<file path="config.mk">
export PLATFORM = sky130hd
export DESIGN_NAME = uart_sample_rx
export DESIGN_NICKNAME = d
export VERILOG_FILES = /design/src/rtl/uart_sample_pkg.sv /design/src/rtl/uart_rx_byte.sv /design/src/rtl/uart_sample_rx.sv
export SDC_FILE = /design/constraint.sdc
export NUM_CORES = 1
export LEC_CHECK = 0
export CAP_MARGIN = 20
export CORE_MARGIN = 5
export CORE_UTILIZATION = 40
export CTS_CLUSTER_SIZE = 40
export DETAILED_ROUTE_END_ITERATION = 12
export PLACE_DENSITY = 0.69
export SLEW_MARGIN = 20
export SYNTH_ARGS = -nofsm -noshare
export SYNTH_HDL_FRONTEND = slang
export SYNTH_SLANG_ARGS = --single-unit
</file>
<file path="constraint.sdc">
create_clock -name clk -period 2.31 [get_ports clk]
set_input_delay 0.3465 -clock clk [delete_from_list [all_inputs] [get_ports clk]]
set_output_delay 0.3465 -clock clk [all_outputs]
set_load 0.02 [all_outputs]
</file>
<file path="src/rtl/uart_sample_pkg.sv">
// Shared types and helpers for the UART sample link (transmitter and receiver).
package uart_sample_pkg;

    typedef enum logic [1:0] {
        B_IDLE,
        B_START,
        B_DATA,
        B_STOP
    } byte_state_t;

    typedef enum logic [1:0] {
        F_HUNT,
        F_HI,
        F_LO,
        F_CK
    } frame_state_t;

    localparam logic [7:0] SYNC_BYTE_DEFAULT = 8'hAA;

    // Integer division: the bit period is truncated, never rounded up.
    function automatic int clks_per_bit(input int clk_freq, input int baud);
        return clk_freq / baud;
    endfunction

endpackage

</file>
<file path="src/rtl/uart_rx_byte.sv">
// 8N1 byte receiver: 2-flop synchroniser, byte FSM and bit-period down-counter.
// state   | meaning
// B_IDLE  | waiting for a falling edge on the synchronised line
// B_START | timing to mid start bit; high there means a glitch
// B_DATA  | sampling 8 data bits LSB first, one per bit period
// B_STOP  | timing to mid stop bit; strobes byte_valid or byte_err
module uart_rx_byte
    import uart_sample_pkg::*;
#(
    parameter int CLKS_PER_BIT = 104
) (
    input  logic       clk,
    input  logic       rst_n,
    input  logic       rx,
    output logic [7:0] rx_byte,
    output logic       byte_valid,
    output logic       byte_err
);

    localparam int HALF = CLKS_PER_BIT / 2;
    localparam int CW   = $clog2(CLKS_PER_BIT);

    logic          sync1;
    logic          sync2;
    logic          rx_prev;
    byte_state_t   state;
    logic [CW-1:0] cnt;
    logic [2:0]    bit_idx;
    logic [7:0]    shreg;
    logic          stop_sample;

    always_ff @(posedge clk) begin
        if (!rst_n) begin
            sync1   <= 1'b1;
            sync2   <= 1'b1;
            rx_prev <= 1'b1;
            state   <= B_IDLE;
            cnt     <= '0;
            bit_idx <= '0;
            shreg   <= '0;
        end else begin
            sync1   <= rx;
            sync2   <= sync1;
            rx_prev <= sync2;
            case (state)
                B_IDLE: begin
                    if (rx_prev && !sync2) begin
                        state <= B_START;
                        cnt   <= CW'(HALF - 1);
                    end
                end
                B_START: begin
                    if (cnt == '0) begin
                        if (sync2) begin
                            state <= B_IDLE;
                        end else begin
                            state   <= B_DATA;
                            cnt     <= CW'(CLKS_PER_BIT - 1);
                            bit_idx <= '0;
                        end
                    end else begin
                        cnt <= cnt - 1'b1;
                    end
                end
                B_DATA: begin
                    if (cnt == '0) begin
                        shreg <= {sync2, shreg[7:1]};
                        cnt   <= CW'(CLKS_PER_BIT - 1);
                        if (bit_idx == 3'd7) begin
                            state <= B_STOP;
                        end else begin
                            bit_idx <= bit_idx + 1'b1;
                        end
                    end else begin
                        cnt <= cnt - 1'b1;
                    end
                end
                B_STOP: begin
                    // Return to idle at mid-stop so a back-to-back start edge is seen.
                    if (cnt == '0) begin
                        state <= B_IDLE;
                    end else begin
                        cnt <= cnt - 1'b1;
                    end
                end
                default: state <= B_IDLE;
            endcase
        end
    end

    // Strobes are taken straight from the stop sample so the frame layer
    // can register its outputs one cycle after it.
    assign stop_sample = (state == B_STOP) && (cnt == '0);
    assign byte_valid  = stop_sample && sync2;
    assign byte_err    = stop_sample && !sync2;
    assign rx_byte     = shreg;

endmodule

</file>
<file path="src/rtl/uart_sample_rx.sv">
// UART sample receiver: locks on SYNC_BYTE and rebuilds 16-bit samples.
// Optional checksum byte (hi ^ lo) enabled by `define UART_SAMPLE_RX_CHECKSUM_EN.
// state  | meaning
// F_HUNT | discarding bytes until SYNC_BYTE arrives
// F_HI   | next byte is the sample high byte
// F_LO   | next byte is the sample low byte
// F_CK   | next byte is the checksum (checksum build only)
module uart_sample_rx
    import uart_sample_pkg::*;
#(
    parameter int         CLK_FREQ     = 12000000,
    parameter int         BAUD         = 115200,
    parameter logic [7:0] SYNC_BYTE    = SYNC_BYTE_DEFAULT,
    parameter int         TIMEOUT_BITS = 20
) (
    input  logic        clk,
    input  logic        rst_n,
    input  logic        uart_rx,
    output logic [15:0] o_data,
    output logic        o_valid,
    output logic        o_frame_err,
    output logic        o_busy
);

    localparam int CPB       = clks_per_bit(CLK_FREQ, BAUD);
    localparam int TO_CYCLES = TIMEOUT_BITS * CPB;
    localparam int TW        = $clog2(TO_CYCLES);

    logic [7:0]    rx_byte;
    logic          byte_valid;
    logic          byte_err;
    frame_state_t  state;
    logic [7:0]    hi_byte;
`ifdef UART_SAMPLE_RX_CHECKSUM_EN
    logic [7:0]    lo_byte;
`endif
    logic [TW-1:0] tmo;
    logic          timeout;

    uart_rx_byte #(
        .CLKS_PER_BIT(CPB)
    ) u_byte (
        .clk       (clk),
        .rst_n     (rst_n),
        .rx        (uart_rx),
        .rx_byte   (rx_byte),
        .byte_valid(byte_valid),
        .byte_err  (byte_err)
    );

    // Idle timer: reloaded on every byte end, counts down only inside a frame
    // and holds at zero.
    always_ff @(posedge clk) begin
        if (!rst_n) begin
            tmo <= '0;
        end else if (byte_valid || byte_err) begin
            tmo <= TW'(TO_CYCLES - 1);
        end else if ((state != F_HUNT) && (tmo != '0)) begin
            tmo <= tmo - 1'b1;
        end
    end

    assign timeout = (state != F_HUNT) && (tmo == '0);

    always_ff @(posedge clk) begin
        if (!rst_n) begin
            state       <= F_HUNT;
            hi_byte     <= '0;
`ifdef UART_SAMPLE_RX_CHECKSUM_EN
            lo_byte     <= '0;
`endif
            o_data      <= '0;
            o_valid     <= 1'b0;
            o_frame_err <= 1'b0;
        end else begin
            o_valid     <= 1'b0;
            o_frame_err <= 1'b0;
            if (byte_err) begin
                o_frame_err <= 1'b1;
                state       <= F_HUNT;
            end else if (byte_valid) begin
                case (state)
                    F_HUNT: begin
                        if (rx_byte == SYNC_BYTE) begin
                            state <= F_HI;
                        end
                    end
                    F_HI: begin
                        hi_byte <= rx_byte;
                        state   <= F_LO;
                    end
                    F_LO: begin
`ifdef UART_SAMPLE_RX_CHECKSUM_EN
                        lo_byte <= rx_byte;
                        state   <= F_CK;
`else
                        o_data  <= {hi_byte, rx_byte};
                        o_valid <= 1'b1;
                        state   <= F_HUNT;
`endif
                    end
`ifdef UART_SAMPLE_RX_CHECKSUM_EN
                    F_CK: begin
                        if (rx_byte == (hi_byte ^ lo_byte)) begin
                            o_data  <= {hi_byte, lo_byte};
                            o_valid <= 1'b1;
                        end else begin
                            o_frame_err <= 1'b1;
                        end
                        state <= F_HUNT;
                    end
`endif
                    default: state <= F_HUNT;
                endcase
            end else if (timeout) begin
                // A byte completing in the same cycle takes priority (branch above).
                o_frame_err <= 1'b1;
                state       <= F_HUNT;
            end
        end
    end

    assign o_busy = (state != F_HUNT);

endmodule
</file>
Word-level counts from Yosys, hierarchy flattened
Index checks and enable logic that the tools add are counted.
{"block": "classes", "mux": 28, "n_bitwise": 3, "n_reduce_logical": 27, "add_sub_neg": 3, "n_eq_ne": 17}
{"op": "$mux W7", "count": 5}
{"op": "$pmux W7 S4", "count": 1}
{"op": "$mux W12", "count": 2}
{"op": "$mux W2", "count": 9}
{"op": "$logic_not A12 Y1", "count": 1}
{"op": "$mux W3", "count": 4}
{"op": "$reduce_bool A12 Y1", "count": 1}
{"op": "$sub A12 B1 Y12 const B", "count": 1}
{"op": "$ne A2 B1 Y1 const B", "count": 5}
{"op": "$reduce_and A5 Y1", "count": 2}
{"op": "$reduce_and A3 Y1", "count": 3}
{"op": "$eq A8 B8 Y1 const B", "count": 1}
{"op": "$pmux W2 S4", "count": 1}
{"op": "$reduce_bool A2 Y1", "count": 4}
{"op": "$logic_not A7 Y1", "count": 1}
{"op": "$sub A7 B1 Y7 const B", "count": 1}
{"op": "$eq A2 B2 Y1 const B", "count": 3}
{"op": "$logic_and A1 B1 Y1", "count": 6}
{"op": "$ne A2 B2 Y1 const B", "count": 3}
{"op": "$ne A3 B3 Y1 const B", "count": 2}
{"op": "$pmux W3 S2", "count": 1}
{"op": "$eq A2 B1 Y1 const B", "count": 2}
{"op": "$logic_not A2 Y1", "count": 2}
{"op": "$mux W1", "count": 4}
{"op": "other kinds (9)", "count": 13}
{"block": "word_totals", "wordCells": 92, "ff_bits": 63, "inputBits": 3, "output_inout_bits": 19}

Longest topological paths before layout
Gate-level depths: netlist of run 1.
{"block": "depth", "depth_word": 5, "mapped_depth": 8, "depth_no_buf": 7}

By module
Synthesis of run 1 repeated with hierarchy kept, for this count alone.
{"block": "hier_totals", "hier_cells": 343, "area_unflattened_um2": 2889.0}
{"module": "uart_sample_rx", "instances": 1, "seq_area_each_um2": 800.8, "area_per_inst_um2": 1656.6, "cells_per_inst": 193}
{"module": "uart_rx_byte", "instances": 1, "seq_area_each_um2": 460.4, "area_per_inst_um2": 1232.4, "cells_per_inst": 150}

Least setup slack after synthesis of run 1
OpenSTA, ideal clock, no wires.
{"block": "synth_timing", "kind": "register -> register", "start": "register u_byte.cnt[0]", "end": "register hi_byte[5]", "period_less_slack_ns": 2.014, "t_required_ns": 2.236, "n_path_buf": 1, "path_slack_ns": 0.296, "t_arrival_ns": 1.940, "setup_time_ns": 0.074, "path_stages_with_launch": 9, "path_cell_list": "dfxtp_1 inv_1 ha_1 nor3b_1 nand3_1 nor4b_4 buf_2 nand3_1 o21ai_0"}
{"block": "synth_via", "elab_chain_cells": 5, "word_cells_on_any_way": 6, "classes_between": "bitwise (1); reduce/logical (5)"}
{"item": "start: declaration", "line_no": "uart_rx_byte.sv:27", "rtl": "logic [CW-1:0] cnt;"}
{"item": "start signal: assignment", "line_no": "uart_rx_byte.sv:49", "rtl": "cnt <= CW'(HALF - 1);"}
{"item": "start signal: assignment", "line_no": "uart_rx_byte.sv:58", "rtl": "cnt <= CW'(CLKS_PER_BIT - 1);"}
{"item": "start signal: assignment", "line_no": "uart_rx_byte.sv:62", "rtl": "cnt <= cnt - 1'b1;"}
{"item": "$logic_not A7 Y1 (*)", "line_no": "uart_rx_byte.sv:93", "rtl": "assign stop_sample = (state == B_STOP) && (cnt == '0);"}
{"item": "$logic_and A1 B1 Y1 (*)", "line_no": "uart_rx_byte.sv:93"}
{"item": "$logic_and A1 B1 Y1", "line_no": "uart_rx_byte.sv:95", "rtl": "assign byte_err = stop_sample && !sync2;"}
{"item": "$not A1 Y1 (no source line)"}
{"item": "$reduce_and A3 Y1 (no source line) (*)"}
{"item": "end signal: assignment", "line_no": "uart_sample_rx.sv:89", "rtl": "hi_byte <= rx_byte;"}
{"item": "end: declaration", "line_no": "uart_sample_rx.sv:33", "rtl": "logic [7:0] hi_byte;"}
Mark *: on every way between the ends. The rest lies on a longest branch, timed or not.
A chain may end at the register's enable or synchronous reset.

Final worst setup path of run 1
{"block": "layout_timing", "start": "register tmo[3]", "end": "register tmo[4]"}
{"block": "layout_via", "elab_chain_cells": 3, "word_cells_on_any_way": 6, "classes_between": "add/sub (1); mux (2); reduce/logical (3)"}
{"item": "start: declaration", "line_no": "uart_sample_rx.sv:37", "rtl": "logic [TW-1:0] tmo;"}
{"item": "start signal: assignment", "line_no": "uart_sample_rx.sv:57", "rtl": "tmo <= TW'(TO_CYCLES - 1);"}
{"item": "start signal: assignment", "line_no": "uart_sample_rx.sv:59", "rtl": "tmo <= tmo - 1'b1;"}
{"item": "$sub A12 B1 Y12 / $reduce_bool A12 Y1 (equally long branches)", "line_no": "uart_sample_rx.sv:59, uart_sample_rx.sv:58"}
{"item": "$mux W12 / $logic_and A1 B1 Y1 (equally long branches)", "line_no": "uart_sample_rx.sv:58", "rtl": "end else if ((state != F_HUNT) && (tmo != '0)) begin"}
{"item": "$mux W12 / $reduce_bool A2 Y1 (equally long branches)"}
Parallel ways exist; a longest one is shown, timed or not. The select of a mux whose other input is x is not followed.

==> results.toml, run 1 <==
[status]
outcome = "completed"

[clock_network]
path_clk_slew_ps = 80
cts_hold_buf = 0
cts_buffer_depth = 2
root_buffer = "clkbuf_8"
cts_buffers = 9
clock_latency_ps = 350
cts_tree = "yes"
htree_levels = 3
cts_sinks = 63

[die]
design.core.area_sq_mm = 0.00687
die_h_um = 94.6
io_pins = 22
rows = 30
die_area_sq_mm = 0.00895
die_x_um = 94.6
start_util_pct = 41.7

[drt]
first_iter_violations = 109
drc_errors = 0
ant_nets = 0
wire_per_inst_um = 13.2
vias = 2459
finalWirelength_um = 6220
viasPerCell = 5.21
first_pass_iters = 4

[timing]
fin_hold_ws_ps = 307
worst_slew_pin_slew_ps = 524
rsz0062_at_grt = "false"
fin_crit_sh_pct = 94.3
setup_violations = 0
period_minus_slack_ps = 2180
fin_skew_ps = 10.3
max_slew_margin_pct = 64.5
fmax_mhz = 459
drv_slew = 0
tns_ps = 0
final-hold-violation-count = 0

[global_routing]
overflow = 0
grtUsageTotal_pct = 14.8
antenna_found_initial = 0
grt_pass1_wl_um = 10600
grt_pass1_vias = 2313
grt_max_degree = 58

[setup_path]
crit_end = "tmo[4]"
worstPathCellList = "or4_1 -> or4b_1 -> nand3b_1 -> xor2_1 -> a21oi_1"
endpoint_kind = "flop"
reg2regPathDepth = 5
r2r-end = "tmo[4]"
critPathRequiredTime_ps = 2540
crit_fanout = 7
cp_slowest_cell = "or4b_1"
worstSetupPathType = "reg -> reg"
cp_num_buf_inv = 0
critPathArrivalTime_ps = 2410
start_kind = "flop"
cp.depth = 5
cpPeakStageDelay_ps = 670
r2r_setup_slack_ps = 130
cp-startpoint = "tmo[3]"
rr_startpoint = "tmo[3]"
cpLargestDelayFamily = "simple AND/OR/NAND/NOR gates"

[synthesis]
synthArstFlopShare_pct = 0
syn-num-nets = 361
synth.area.mux_share_pct = 2.10
synth_seq_cells = 63
synth.distinct_cells = 50
synth-xor-area-share_pct = 2.14
synth_edf_count = 0
synth-adder-area-share_pct = 4.37
yosys_warnings = 0
synthCells = 348
synth_top_family_by_area = "simple AND/OR/NAND/NOR gates"
netlist_area_sq_mm = 0.00286
synth_simple_gate_area_share_pct = 27.6
synth-compound-area-share_pct = 15.6
seq_area_frac_synth_pct = 44.1
synth_flop_cell = "dfxtp_1"
synth.avg_cell_area_sq_um = 8.22

[layout]
drive_gt1_share_pct = 9.31
final_cell_mix = "dfxtp_1 (63), nand2_1 (59), o21ai_0 (30), nand3_1 (30), a21oi_1 (25)"
nets = 384
synthToLayoutAreaGrowth_pct = 19.2
num_antenna_cells = 0
fill_cells = 685
layout_commonest_cell = "dfxtp_1"

[power_and_ir_drop]
leakagePower_nw = 1.23
power_density_mw_per_mm2 = 762
peakVddDrop_v = 0.000384

[placed_design]
port_buffers = 21
dp_hpwl_um = 4160
place_congestion = 0.924

[min_path]
hold_path_class = "in -> reg"

[flow_run]
maxCapViolCount = 0
-- cells in the mapped netlist (4+ instances only) --
| master | n | area (sq um) |
|---|---|---|
| xnor2_1 | 4 | 35.0 |
| o21ai_0 | 30 | 150 |
| dfxtp_1 | 63 | 1260 |
| clkbuf_1 | 12 | 45.0 |
| and3_1 | 4 | 25.0 |
| nand3_1 | 30 | 150 |
| inv_1 | 11 | 41.3 |
| a21oi_1 | 25 | 125 |
| or3_1 | 4 | 25.0 |
| nor2_1 | 20 | 75.1 |
| nor3_1 | 7 | 35.0 |
| ha_1 | 10 | 125 |
| buf_2 | 5 | 25.0 |
| mux2i_1 | 6 | 60.1 |
| nor4_1 | 5 | 31.3 |
| nand2_1 | 59 | 221 |
-- how the worst min path moves through the flow --
stage	start	endpoint	cells after the start
3_3_place_gp	u_byte.sync1	u_byte.sync2	1
6_report	rst_n	tmo[9]	3
2_1_floorplan	u_byte.sync1	u_byte.sync2	1
4_1_cts	rst_n	tmo[9]	3
3_5_place_dp	u_byte.sync1	u_byte.sync2	1
5_1_grt	rst_n	tmo[9]	3
-- power by group --
part / internal [W] / switching [W]
Clock: 0.000499 / 0.000469
Sequential: 0.00112 / 0.0000354
Combinational: 0.000176 / 0.000300
Total: 0.00179 / 0.000804
-- cell type report --
class	count	area, sq um	area share, %
clock buffer	9	124	3.63
timing repair buffer	30	298	8.73
multi-input combinational	255	1490	43.7
sequential	63	1260	37.0
tap	96	120	3.52
clock inverter	7	72.6	2.13
inverter	12	45.0	1.32
-- routing by layer --
layer | part of all wire (%) | GRT usage [%] | up-vias
met5 | 0 | 0 | -
met4 | 1.8 | 6.25 | 0
met3 | 3.9 | 3.75 | 10
met2 | 45 | 22.9 | 48
met1 | 50 | 19.7 | 1134
li1 | - | - | 1267
-- registers in the layout (all words and copies together) (netlist names), named ones only --
signal	flops
u_byte.rx_byte	8
u_byte.state	1
o_data	16
u_byte.cnt	7
u_byte.sync2	1
o_frame_err	1
state	2
tmo	12
u_byte.rx_prev	1
hi_byte	8
o_valid	1
u_byte.sync1	1
u_byte.bit_idx	3
-- stage by stage --
| stage | worst slack [ps] | total power, W | std cells | area, sq um | util, % |
|---|---|---|---|---|---|
| 6_report | 131 | 0.00260 | 472 | 3410 | 49.6 |
| 5_1_grt | 7.51 | 0.00271 | 472 | 3410 | 49.6 |
| 4_1_cts | 143 | 0.00260 | 472 | 3410 | 49.6 |
| 3_5_place_dp | 167 | 0.00164 | 456 | 3210 | 46.7 |
| 3_3_place_gp | 223 | 0.00163 | 456 | 3210 | 46.7 |
| 2_1_floorplan | 296 | 0.00152 | 348 | 2860 | - |
-- worst register-to-register path, stage by stage (launching register included) --
cell and delay [ps]:
dfxtp_1 350, or4_1 600, or4b_1 670, nand3b_1 170, xor2_1 190, a21oi_1 90
-- cells by family after synthesis --
| group | count (synthesis) |
|---|---|
| AND/OR/NAND/NOR | 156 |
| buffers and inverters | 30 |
| XOR/XNOR | 7 |
| multiplexers | 6 |
| adder cells (fa/ha/maj) | 10 |
| flip-flops | 63 |
| AO/OA/AOI/OAI | 76 |
-- repair_timing --
action / in CTS / in global routing
buffers inserted: 0 / 0
setup endpoints to repair: 0 / 1
hold endpoints to repair: 0 / 0
gates resized for setup: 0 / 1
Power figures use the tool's default switching activity.
==> run 2: changes to the inputs <==
- ABC_AREA: default -> 1
- ABC_CLOCK_PERIOD_IN_PS: default -> 2310
==> results.toml, run 2 <==
[timing]
period_minus_slack_ps = 2110
max_slew_margin_pct = 47.6
tns_ps = 0
fmax_mhz = 474
final-hold-violation-count = 0
setup_violations = 0
fin_skew_ps = 11.7
fin_hold_ws_ps = 416
fin_crit_sh_pct = 91.4
final.setup.worst_slack_ps = 199
rsz0062_at_grt = "false"
drv_slew = 0
worst_slew_pin_slew_ps = 785

[power_and_ir_drop]
power_density_mw_per_mm2 = 928
p_sw_w = 0.00121
combPwrFrac_pct = 30.1
p_int_w = 0.00225
swShare_pct = 34.9
pwr-share-seq_pct = 35.7
leakagePower_nw = 1.80
peakVddDrop_v = 0.000400
clockPowerShare_pct = 34.2

[drt]
vias = 2855
viasPerCell = 4.72
finalWirelength_um = 6610
drc_errors = 0
first_pass_iters = 4
wire_per_inst_um = 10.9
ant_nets = 0
first_iter_violations = 138

[global_routing]
grtUsageTotal_pct = 14.4
grt_max_degree = 34
overflow = 0
antenna_found_initial = 0
grt_pass1_wl_um = 11800
grt_pass1_vias = 2726

[min_path]
hold_path_class = "reg -> reg"
hold_depth = 1

[synthesis]
synth-compound-area-share_pct = 7.81
synth.avg_cell_area_sq_um = 6.75
seq_area_frac_synth_pct = 39.3
synth-adder-area-share_pct = 3.90
synth_simple_gate_area_share_pct = 36.5
synth_seq_cells = 63
synth-xor-area-share_pct = 2.46
synth_top_cell_area_share_pct = 39.3
synth.distinct_cells = 28
synth_top_area_cell = "dfxtp_1"
yosysMostFrequentCell = "nand2_1"
synthTopCellsByCount = "nand2_1 (128), nor2_1 (95), dfxtp_1 (63)"
yosys_warnings = 0
netlist_area_sq_mm = 0.00321
synth_top_family_by_area = "simple AND/OR/NAND/NOR gates"
netlist_top_cells_area = "dfxtp_1 (39%), nand2_1 (15%), nor2_1 (11%)"
synth_edf_count = 0
synthArstFlopShare_pct = 0
synth_flop_cell = "dfxtp_1"
synth.area.mux_share_pct = 0
syn-num-nets = 488
synthCells = 475

[placed_design]
dp_hpwl_um = 4670
pre_cts_ws_ps = 373
port_buffers = 21
placed_cell_area_sq_mm = 0.00349
place_congestion = 0.876

[clock_network]
path_clk_slew_ps = 70
cts_resized = 0
cts_buffer_depth = 2
htree_levels = 3
cts_buffers = 9
cts_setup_buffers = 0
cts_hold_buf = 0
root_buffer = "clkbuf_8"
clock_latency_ps = 350
cts_sinks = 63
cts_tree = "yes"

[die]
die_x_um = 99.5
io_pins = 22
start_util_pct = 41.3
design.core.area_sq_mm = 0.00777
die_h_um = 99.5
rows = 32
die_area_sq_mm = 0.00990

[layout]
utilization_pct = 48.1
fill_cells = 783
final_cell_mix = "nand2_1 (128), nor2_1 (95), dfxtp_1 (63), inv_1 (62), a21oi_1 (22)"
regMostFlops = "o_data"
num_antenna_cells = 0
final_area_sq_mm = 0.00373
reg.largest.list = "o_data x16, tmo x12"
nets = 511
synthToLayoutAreaGrowth_pct = 16.5
drive_gt1_share_pct = 9.15
layout_commonest_cell = "nand2_1"
largest_reg_flops = 16

[setup_path]
critPathRequiredTime_ps = 1960
crit_fanout = 5
critPathArrivalTime_ps = 1760
worstSetupPathType = "reg -> out"
reg2regPathDepth = 9
endpoint_kind = "output pin"
start_kind = "flop"

[flow_run]
maxCapViolCount = 0

[status]
outcome = "completed"
[run 2: cell count changes in the layout (fill, tap and decap cells not counted), sizes merged, moves of 4 or more]
cell and delta:
nand3 -12, o21ai -21, nand2 +82, inv +54, or4 -4, a211oi +8
buf -7, nor4 -5, and3 -4, nor2 +78, or3 -4, nor4b -4
mux2i -6
[run 2: metal layers]
metal / global-route usage [%] / wire length (um) / part of all wire, %
met5: 0 / 0 / 0
met2: 23.6 / 3080 / 47
met3: 2.95 / 236 / 3.6
met4: 6.30 / 98 / 1.5
met1: 18.2 / 3190 / 48
[run 2: final timing paths]
| path | startpoint | to | slack (ps) |
|---|---|---|---|
| min reg2reg | u_byte.sync1 | u_byte.sync2 | 420 |
| min | u_byte.sync1 | u_byte.sync2 | 420 |
| max | state[1] | o_busy | 200 |
| max reg2reg | u_byte.cnt[0] | o_data[6] | 370 |
[run 2: power groups by stage]
stage / combinational, W / sequential [W] / clock, W
after floorplan: 0.000858 / 0.00124 / 0
after global placement: 0.00101 / 0.00126 / 0
after detailed placement: 0.00103 / 0.00126 / 0
after CTS: 0.00104 / 0.00124 / 0.00121
after global routing: 0.00119 / 0.00125 / 0.00126
final: 0.00104 / 0.00124 / 0.00118
[run 2: layout make-up]
class                   count  area [sq um]  area share, %
well taps                 102           128           3.42
inverters                  65           244           6.53
repair buffers             24           233           6.23
flip-flops and latches     63          1260           33.8
clock buffers               9           124           3.32
clock inverters             7           120           3.22
multi-input cells         335          1630           43.5
[run 2: cells by family (layout without fill, tap and decap cells)]
group                      after synthesis  count (layout)
AOI/OAI and AO/OA                       44              44
and+or+nand+nor                        272             272
DFF                                     63              63
buffers and inverters                   77             105
xor gates and xnor gates                 9               9
adders and majority gates               10              10
[run 2: through the flow]
step / total power (W) / std cells
final: 0.00346 / 605
after global placement: 0.00227 / 589
after CTS: 0.00349 / 605
after global routing: 0.00370 / 605
after floorplan: 0.00210 / 475
after detailed placement: 0.00229 / 589
[run 2: worst max-delay path, cell delays in order (launching register included)]
cell and delay [ps]:
dfxtp_1 380, nor2_1 300, inv_1 170, clkdlybuf4s50_1 570
